File: src/rtl/rf_envelope_shaper.sv
// Shapes rectangular rf gates into trapezoidal DDS amplitude words with linear ramps.
// Define RF_ENV_PULSE_COUNT_EN to build the per-shot pulse counter, seq_done and surplus detection.
module rf_envelope_shaper #(
  parameter int unsigned AMP_W          = 14,
  parameter int unsigned AMP_MAX        = 16383,
  parameter int unsigned PULSES_PER_SEQ = 3
) (
  input  logic             clk,
  input  logic             rst,
  input  logic             rf,
  input  logic [AMP_W-1:0] amp_step,
  input  logic             clear,
  output logic [AMP_W-1:0] amp_out,
  output logic             rf_en,
  output logic             busy,
  output logic [1:0]       pulse_idx,
  output logic             seq_done,
  output logic             gate_err
);

  localparam logic [AMP_W-1:0] AmpMax = AMP_W'(AMP_MAX);

  typedef enum logic [1:0] {StIdle, StRampUp, StHold, StRampDown} state_e;

  state_e           state_q, state_d;
  logic [AMP_W-1:0] amp_q, amp_d;
  logic [AMP_W-1:0] step_q, step_d;
  logic             rf_q;
  logic             gate_err_q;

  logic             rise;
  logic             start;
  logic             trunc;
  logic             complete;
  logic             surplus;

  logic [AMP_W:0]   sum_up;
  logic [AMP_W-1:0] amp_up, amp_dn, amp_start;

  assign rise = rf & ~rf_q;

  // Saturating ramp arithmetic; the extra sum bit keeps the up-ramp from wrapping.
  always_comb begin
    sum_up    = {1'b0, amp_q} + {1'b0, step_q};
    amp_up    = (sum_up >= {1'b0, AmpMax}) ? AmpMax : sum_up[AMP_W-1:0];
    amp_dn    = (amp_q > step_q) ? (amp_q - step_q) : '0;
    amp_start = (amp_step >= AmpMax) ? AmpMax : amp_step;
  end

  // State register
  always_ff @(posedge clk) begin
    if (rst) begin
      state_q    <= StIdle;
      amp_q      <= '0;
      step_q     <= '0;
      rf_q       <= 1'b0;
      gate_err_q <= 1'b0;
    end else begin
      state_q    <= state_d;
      amp_q      <= amp_d;
      step_q     <= step_d;
      rf_q       <= rf;
      gate_err_q <= trunc | surplus;
    end
  end

  // Next-state logic
  always_comb begin
    state_d  = state_q;
    amp_d    = amp_q;
    step_d   = step_q;
    start    = 1'b0;
    trunc    = 1'b0;
    complete = 1'b0;
    unique case (state_q)
      StIdle: begin
        amp_d = '0;
        if (rise) begin
          start  = 1'b1;
          step_d = amp_step;
          if (amp_step == '0) begin
            amp_d   = AmpMax;
            state_d = StHold;
          end else begin
            amp_d   = amp_start;
            state_d = (amp_start == AmpMax) ? StHold : StRampUp;
          end
        end
      end
      StRampUp: begin
        if (!rf) begin
          trunc = 1'b1;
          amp_d = amp_dn;
          if (amp_dn == '0) begin
            state_d  = StIdle;
            complete = 1'b1;
          end else begin
            state_d = StRampDown;
          end
        end else begin
          amp_d = amp_up;
          if (amp_up == AmpMax) state_d = StHold;
        end
      end
      StHold: begin
        amp_d = AmpMax;
        if (!rf) begin
          if (step_q == '0) begin
            // Ramps disabled: square pulse edge.
            amp_d    = '0;
            state_d  = StIdle;
            complete = 1'b1;
          end else begin
            amp_d   = amp_dn;
            state_d = (amp_dn == '0) ? StIdle : StRampDown;
            complete = (amp_dn == '0);
          end
        end
      end
      StRampDown: begin
        if (rise) begin
          // Re-rise mid ramp-down continues the same pulse.
          amp_d   = amp_up;
          state_d = (amp_up == AmpMax) ? StHold : StRampUp;
        end else begin
          amp_d = amp_dn;
          if (amp_dn == '0) begin
            state_d  = StIdle;
            complete = 1'b1;
          end
        end
      end
      default: begin
        state_d = StIdle;
        amp_d   = '0;
      end
    endcase
  end

  // Outputs, all derived from registers
  always_comb begin
    amp_out  = amp_q;
    rf_en    = (state_q != StIdle);
    busy     = (state_q != StIdle);
    gate_err = gate_err_q;
  end

`ifdef RF_ENV_PULSE_COUNT_EN
  localparam logic [1:0] PulsesMax = 2'(PULSES_PER_SEQ);

  logic [1:0] cnt_q, cnt_d;
  logic       done_q, done_d;

  always_comb begin
    cnt_d  = cnt_q;
    done_d = done_q;
    if (clear) begin
      cnt_d  = '0;
      done_d = 1'b0;
    end else if (complete && (cnt_q != PulsesMax)) begin
      cnt_d  = cnt_q + 2'd1;
      done_d = (cnt_d == PulsesMax);
    end
  end

  always_ff @(posedge clk) begin
    if (rst) begin
      cnt_q  <= '0;
      done_q <= 1'b0;
    end else begin
      cnt_q  <= cnt_d;
      done_q <= done_d;
    end
  end

  assign surplus   = start & done_q & ~clear;
  assign pulse_idx = cnt_q;
  assign seq_done  = done_q;
`else
  logic unused_ctl;
  assign unused_ctl = clear ^ start ^ complete;
  assign surplus    = 1'b0;
  assign pulse_idx  = 2'd0;
  assign seq_done   = 1'b0;
`endif

endmodule

File: config.mk
export PLATFORM = sky130hd
export DESIGN_NAME = rf_envelope_shaper
export DESIGN_NICKNAME = d
export VERILOG_FILES = /design/src/rtl/rf_envelope_shaper.sv
export SDC_FILE = /design/constraint.sdc
export NUM_CORES = 1
export LEC_CHECK = 0
export ABC_AREA = 1
export BUFFER_PORTS_ARGS = -buffer_cell sky130_fd_sc_hd__buf_2
export CAP_MARGIN = 0
export CORE_MARGIN = 5
export CORE_UTILIZATION = 30
export CTS_CLUSTER_DIAMETER = 80
export DETAILED_ROUTE_END_ITERATION = 8
export GPL_ROUTABILITY_DRIVEN = 0
export GPL_TIMING_DRIVEN = 0
export SYNTH_ARGS = -nofsm -noshare
export SYNTH_HDL_FRONTEND = slang
export SYNTH_SLANG_ARGS = --single-unit
File: constraint.sdc
create_clock -name clk -period 5.3 [get_ports clk]
set_input_delay 0.53 -clock clk [delete_from_list [all_inputs] [get_ports clk]]
set_output_delay 0.53 -clock clk [all_outputs]
set_load 0.005 [all_outputs]
=== Word-level counts from Yosys, hierarchy flattened ===
Cells that the tools add are included.
W data, S select, Z words.

* Register bits: 32
* Bits of input ports: 18
* Output and inout bits: 20

* Add/sub/neg operators: 2
* Magnitude comparators: 3
* Eq/ne operators: 9
* Mux-type cells: 23
* Bitwise operators: 3
* Reduce and logical (&&, ||, !) cells: 8

{| class="wikitable"
|+ Operators by type and width
! operator !! count
|-
| $mux W14 || 9
|-
| $pmux W14 S4 || 1
|-
| $logic_not A14 Y1 || 3
|-
| $eq A14 B14 Y1 const B || 2
|-
| $mux W2 || 11
|-
| $add A14 B14 Y15 || 1
|-
| $ge A15 B14 Y1 const B || 1
|-
| $ge A14 B14 Y1 const B || 1
|-
| $gt A14 B14 Y1 || 1
|-
| $sub A14 B14 Y14 || 1
|-
| $pmux W2 S4 || 1
|-
| $ne A3 B3 Y1 const B || 2
|-
| $eq A2 B2 Y1 const B || 2
|-
| $ne A2 B2 Y1 const B || 2
|-
| $reduce_and A4 Y1 || 1
|-
| $eq A2 B1 Y1 const B || 1
|-
| $logic_not A2 Y1 || 1
|-
| $not A1 Y1 || 2
|-
| $reduce_and A2 Y1 || 1
|-
| $reduce_bool A2 Y1 || 1
|-
| $reduce_or A2 Y1 || 1
|-
| $and A1 B1 Y1 || 1
|-
| $mux W1 || 1
|}

=== Depth between registers and ports, before layout ===
* Depth after elaboration: 7
* Depth in mapped cells: 22
* Depth with buffers taken out: 21

=== Worst setup path after synthesis ===
OpenSTA, ideal clock, no wires.

* Path kind: register -> register
* Start: register amp_q[0], in the netlist amp_out[0]
* End: register state_q[1]
* Arrival: 2.220 ns
* Required time: 5.184 ns
* Slack: 2.964 ns
* Cell stages (with the launch flop): 21
* Buffers on the path: 0
* Clock period less this slack: 2.336 ns
* Cells stage by stage: dfxtp_1 inv_1 ha_1 inv_1 fa_1 nand2_1 nand2_1 nand3_1 nand2_1 nand2_1 nand2_1 nand2_1 a21oi_1 nor2_1 nand2_1 nor2_1 nor2_2 nor2_2 nand2_1 nor2_1 nor2_1

* Longest elaborated chain between the ends: 7
* Elaborated cells on any way between the ends: 18
* Classes of those cells: 2 x add/sub; 2 x order compare; 3 x eq/ne; 9 x mux; 2 x reduce/logical

{| class="wikitable"
|+ RTL lines
! item !! RTL line !! source
|-
| start, declared || 26 || <nowiki>logic [AMP_W-1:0] amp_q, amp_d;</nowiki>
|-
| start signal, assigned || 60 || <nowiki>amp_q <= amp_d;</nowiki>
|-
| $add A14 B14 Y15 (tied with other cells) || 44 || <nowiki>sum_up = {1'b0, amp_q} + {1'b0, step_q};</nowiki>
|-
| $ge A15 B14 Y1 or $mux W14 (tied branches) || 45, 46 ||
|-
| $mux W14 or $logic_not A14 Y1 (tied branches) || - ||
|-
| $eq A14 B14 Y1 or $mux W2 (tied branches) || - ||
|-
| $mux W2, on equally long branches || 124, 108 ||
|-
| $mux W2, on equally long branches || 121, 107 ||
|-
| $pmux W2 S4 || 75 || <nowiki>unique case (state_q)</nowiki>
|-
| end signal, assigned || 53 || <nowiki>state_q <= StIdle;</nowiki>
|-
| end signal, assigned || 59 || <nowiki>state_q <= state_d;</nowiki>
|-
| end, declared || 25 || <nowiki>state_e state_q, state_d;</nowiki>
|}

Several ways; a longest one is shown, not always the timed one. The select of a mux whose other input is x is not followed.
A chain may end at the register's enable or synchronous reset.

=== Worst setup path after layout ===
* Start: register step_q[0]
* End: register amp_q[8], in the netlist amp_out[8]

* Longest elaborated chain between the ends: 5
* Elaborated cells on any way between the ends: 12
* Classes of those cells: 2 x add/sub; 2 x order compare; 7 x mux; 1 x reduce/logical

{| class="wikitable"
|+ RTL lines
! item !! RTL line !! source
|-
| start, declared || 27 || <nowiki>logic [AMP_W-1:0] step_q, step_d;</nowiki>
|-
| start signal, assigned || 61 || <nowiki>step_q <= step_d;</nowiki>
|-
| $add A14 B14 Y15 (tied with other cells) || 44 ||
|-
| $ge A15 B14 Y1 or $mux W14 (tied branches) || 45, 46 ||
|-
| $mux W14, on equally long branches || 45, 108 ||
|-
| $mux W14, on equally long branches || 121, 107, 91 ||
|-
| $pmux W14 S4 (*) || 75 ||
|}

Mark *: on every way between the ends. The rest lies on a longest branch, timed or not.

==> impl_metrics.yaml <==
worst_setup_path:
  crit_arrival_ns: 3.17
  max_stage_delay_ns: 0.42
  crit_family: "simple AND/OR/NAND/NOR gates"
  crit_path_max_fanout: 10
  cpMostUsedCell: "nand2_1"
  cp-start-kind: "flip-flop"
  cp_slowest_cell: "fa_1"
  crit_type: "flip-flop to flip-flop"
  critPathCaptureType: "flip-flop"
  crit_required_ns: 5.52
  critical_path_buf_inv_count: 4
  crit_chain: "ha_1 -> inv_1 -> fa_1 -> inv_1 -> nand2_1 -> nand2_1 -> nand2_1 -> nand2_1 -> nand2_1 -> nand2_1 -> nand3_1 -> nor3_2 -> nand2_1 -> nand2_1 -> buf_4 -> o21ai_0 -> nand4_1 -> nand2_1 -> inv_1"
route:
  drc: 0
  ant_nets: 0
  firstDrtPassIters: 6
  via_per_inst: 4.94
  finalWirelength_um: 12200
  dr.first_iter.drc_count: 289
  wire_per_inst_um: 14.6
  vias: 4122
sta:
  hold_viol_final: 0
  tightest_slew_ns: 0.695
  finalSetupTns_ns: 0
  fmax_mhz: 339
  post-route-period-util: 0.556
  skew_ns: 0.00637
  setup_slack_ns: 2.35
  setup_violations: 0
  hold_ws_ns: 0.519
  period_needed_ns: 2.95
  slew_viol_final: 0
  max_slew_margin: 0.535
  rsz0062_at_grt: "no"
clock_network:
  cts-hold-fix-buffers: 0
  clk-insertion-delay-late_ns: 0.28
  cts_buffers: 5
  clkSinkCount: 32
  clockBufferDepth: 2
  path_clk_slew_ns: 0.06
  cts_max_level: 2
  tritoncts: "built"
  ctsResizeCount: 0
  cts_setup_buffers: 0
  cts_root_buf: "clkbuf_16"
layout:
  stdcell_count: 835
  fillCellCount: 1345
  final_nets: 735
  final_area_um2: 4150
  layout-drive-gt1-share: 0.0959
  antenna-diode-count: 0
  syn2layout_area_growth_pct: 14.5
  fin_util: 0.348
synthesis:
  ys_types: 36
  syn_area_um2: 3630
  synth_area_leaders: "nand2_1 (19%), dfxtp_1 (18%), inv_1 (12%)"
  synth_common_cells: "nand2_1 (186), inv_1 (115), nor2_1 (55)"
  yosysSeqAreaShare: 0.177
  synthFlopType: "dfxtp_1"
  synth_area_leader_cell: "nand2_1"
  postSynthAreaPerCell_um2: 5.62
  yosys.cell_count.top_type: "nand2_1"
  ys_ff_latch: 32
  synth_edf_count: 0
  synth_top_area_share: 0.193
  yosys_warnings: 0
  synthCells: 645
  async_flop_share: 0
global_routing:
  antenna_found_initial: 0
  grt-ovfl-total: 0
  grt_pass1_vias: 3922
  grt_max_degree: 12
  grt_util_all_layers: 0.168
  grt_first_pass_wirelength_um: 19500
power_and_ir_drop:
  power.density_nw_per_um2: 694
  p_total_mw: 2.88
  p_leak_nw: 2.35
  peakVddDrop_mv: 0.269
floorplan:
  die_area_um2: 14400
  die_h_um: 120
  initial_utilization: 0.304
  die_w_um: 120
  row_count: 40
  coreArea_um2: 11900
  io_pins: 38
run:
  cap_violations: 0
placed_design:
  io_buffers: 33
  dp_slack_ns: 2.39
  dpl.hpwl_um: 10100
  place_inst: 827
  placedInstanceArea_um2: 3980
hold_path:
  hp-class: "flip-flop to flip-flop"
status:
  status: "finished, final reports clean"
==> worst reg2reg max path: stages, from the launching register on <==
cell,delay (ns)
dfxtp_1,0.40
ha_1,0.25
inv_1,0.07
fa_1,0.42
inv_1,0.11
nand2_1,0.07
nand2_1,0.16
nand2_1,0.09
nand2_1,0.07
nand2_1,0.04
nand2_1,0.13
nand3_1,0.13
nor3_2,0.17
nand2_1,0.12
nand2_1,0.11
buf_4,0.19
o21ai_0,0.09
nand4_1,0.11
nand2_1,0.08
inv_1,0.07
==> cell usage in the layout (no fill, tap or decap), drive strengths merged <==
cell type / n
a21o: 1
a21boi: 2
o211ai: 3
a31oi: 8
nand4: 21
nor3: 8
ha: 28
nor4: 3
o21ai: 49
bufinv: 1
o21bai: 3
nand2: 186
xor2: 2
a211oi: 1
fa: 2
xnor2: 1
inv: 117
nand3: 55
clkbuf: 12
buf: 49
a41oi: 1
nor2: 59
a21oi: 33
clkinv: 2
dfxtp: 32
conb: 3
clkinvlp: 1
and2: 5
==> layout make-up <==
| class | count | area (um2) | area share |
|---|---|---|---|
| Sequential cell | 32 | 641 | 0.154 |
| Timing Repair Buffer | 33 | 165 | 0.0398 |
| Clock inverter | 3 | 42.5 | 0.0103 |
| Clock buffer | 5 | 125 | 0.0301 |
| Inverter | 118 | 443 | 0.107 |
| Multi-Input combinational cell | 474 | 2430 | 0.585 |
| Tap cell | 147 | 184 | 0.0443 |
| Buffer | 23 | 121 | 0.0292 |
==> path summary, 6_finish.rpt <==
kind / startpoint / to / slack (ns) / depth (start not counted)
max reg2reg: step_q[0] / amp_out[8] / 2.35 / 19
min reg2reg: step_q[12] / step_q[12] / 0.52 / 2
max: step_q[0] / amp_out[8] / 2.35 / 19
min: step_q[12] / step_q[12] / 0.52 / 2
==> routing by layer <==
| layer | track usage | part of all wire | vias up |
|---|---|---|---|
| met5 | 0 | 0 | - |
| met4 | 0.0558 | 0.028 | 0 |
| met3 | 0.0156 | 0.049 | 26 |
| met2 | 0.273 | 0.45 | 124 |
| met1 | 0.234 | 0.48 | 1832 |
| li1 | - | - | 2140 |
==> registers in the layout, indices dropped and copies added, names as in the netlist <==
| name | flops |
|---|---|
| amp_out | 14 |
| step_q | 14 |
| gate_err | 1 |
| state_q | 2 |
| rf_q | 1 |
==> kinds of logic (layout without fill, tap and decap cells) <==
kind of cell	count (synthesis)	count (layout)	synth area share
xor gates and xnor gates	3	3	0.00725
buffers and inverters	141	182	0.156
and+or+nand+nor	337	337	0.396
DFF	32	32	0.177
adders and majority gates	30	30	0.108
AOI/OAI and AO/OA	101	101	0.156
other	1	3	0.00103
==> report_power, final <==
part / total [mW] / switching, mW / internal (mW)
clock network: 0.338 / 0.117 / 0.221
logic: 2.14 / 1.46 / 0.685
registers: 0.399 / 0.0805 / 0.318
total: 2.88 / 1.65 / 1.22
No activity file was read; power rests on OpenSTA's default activity.
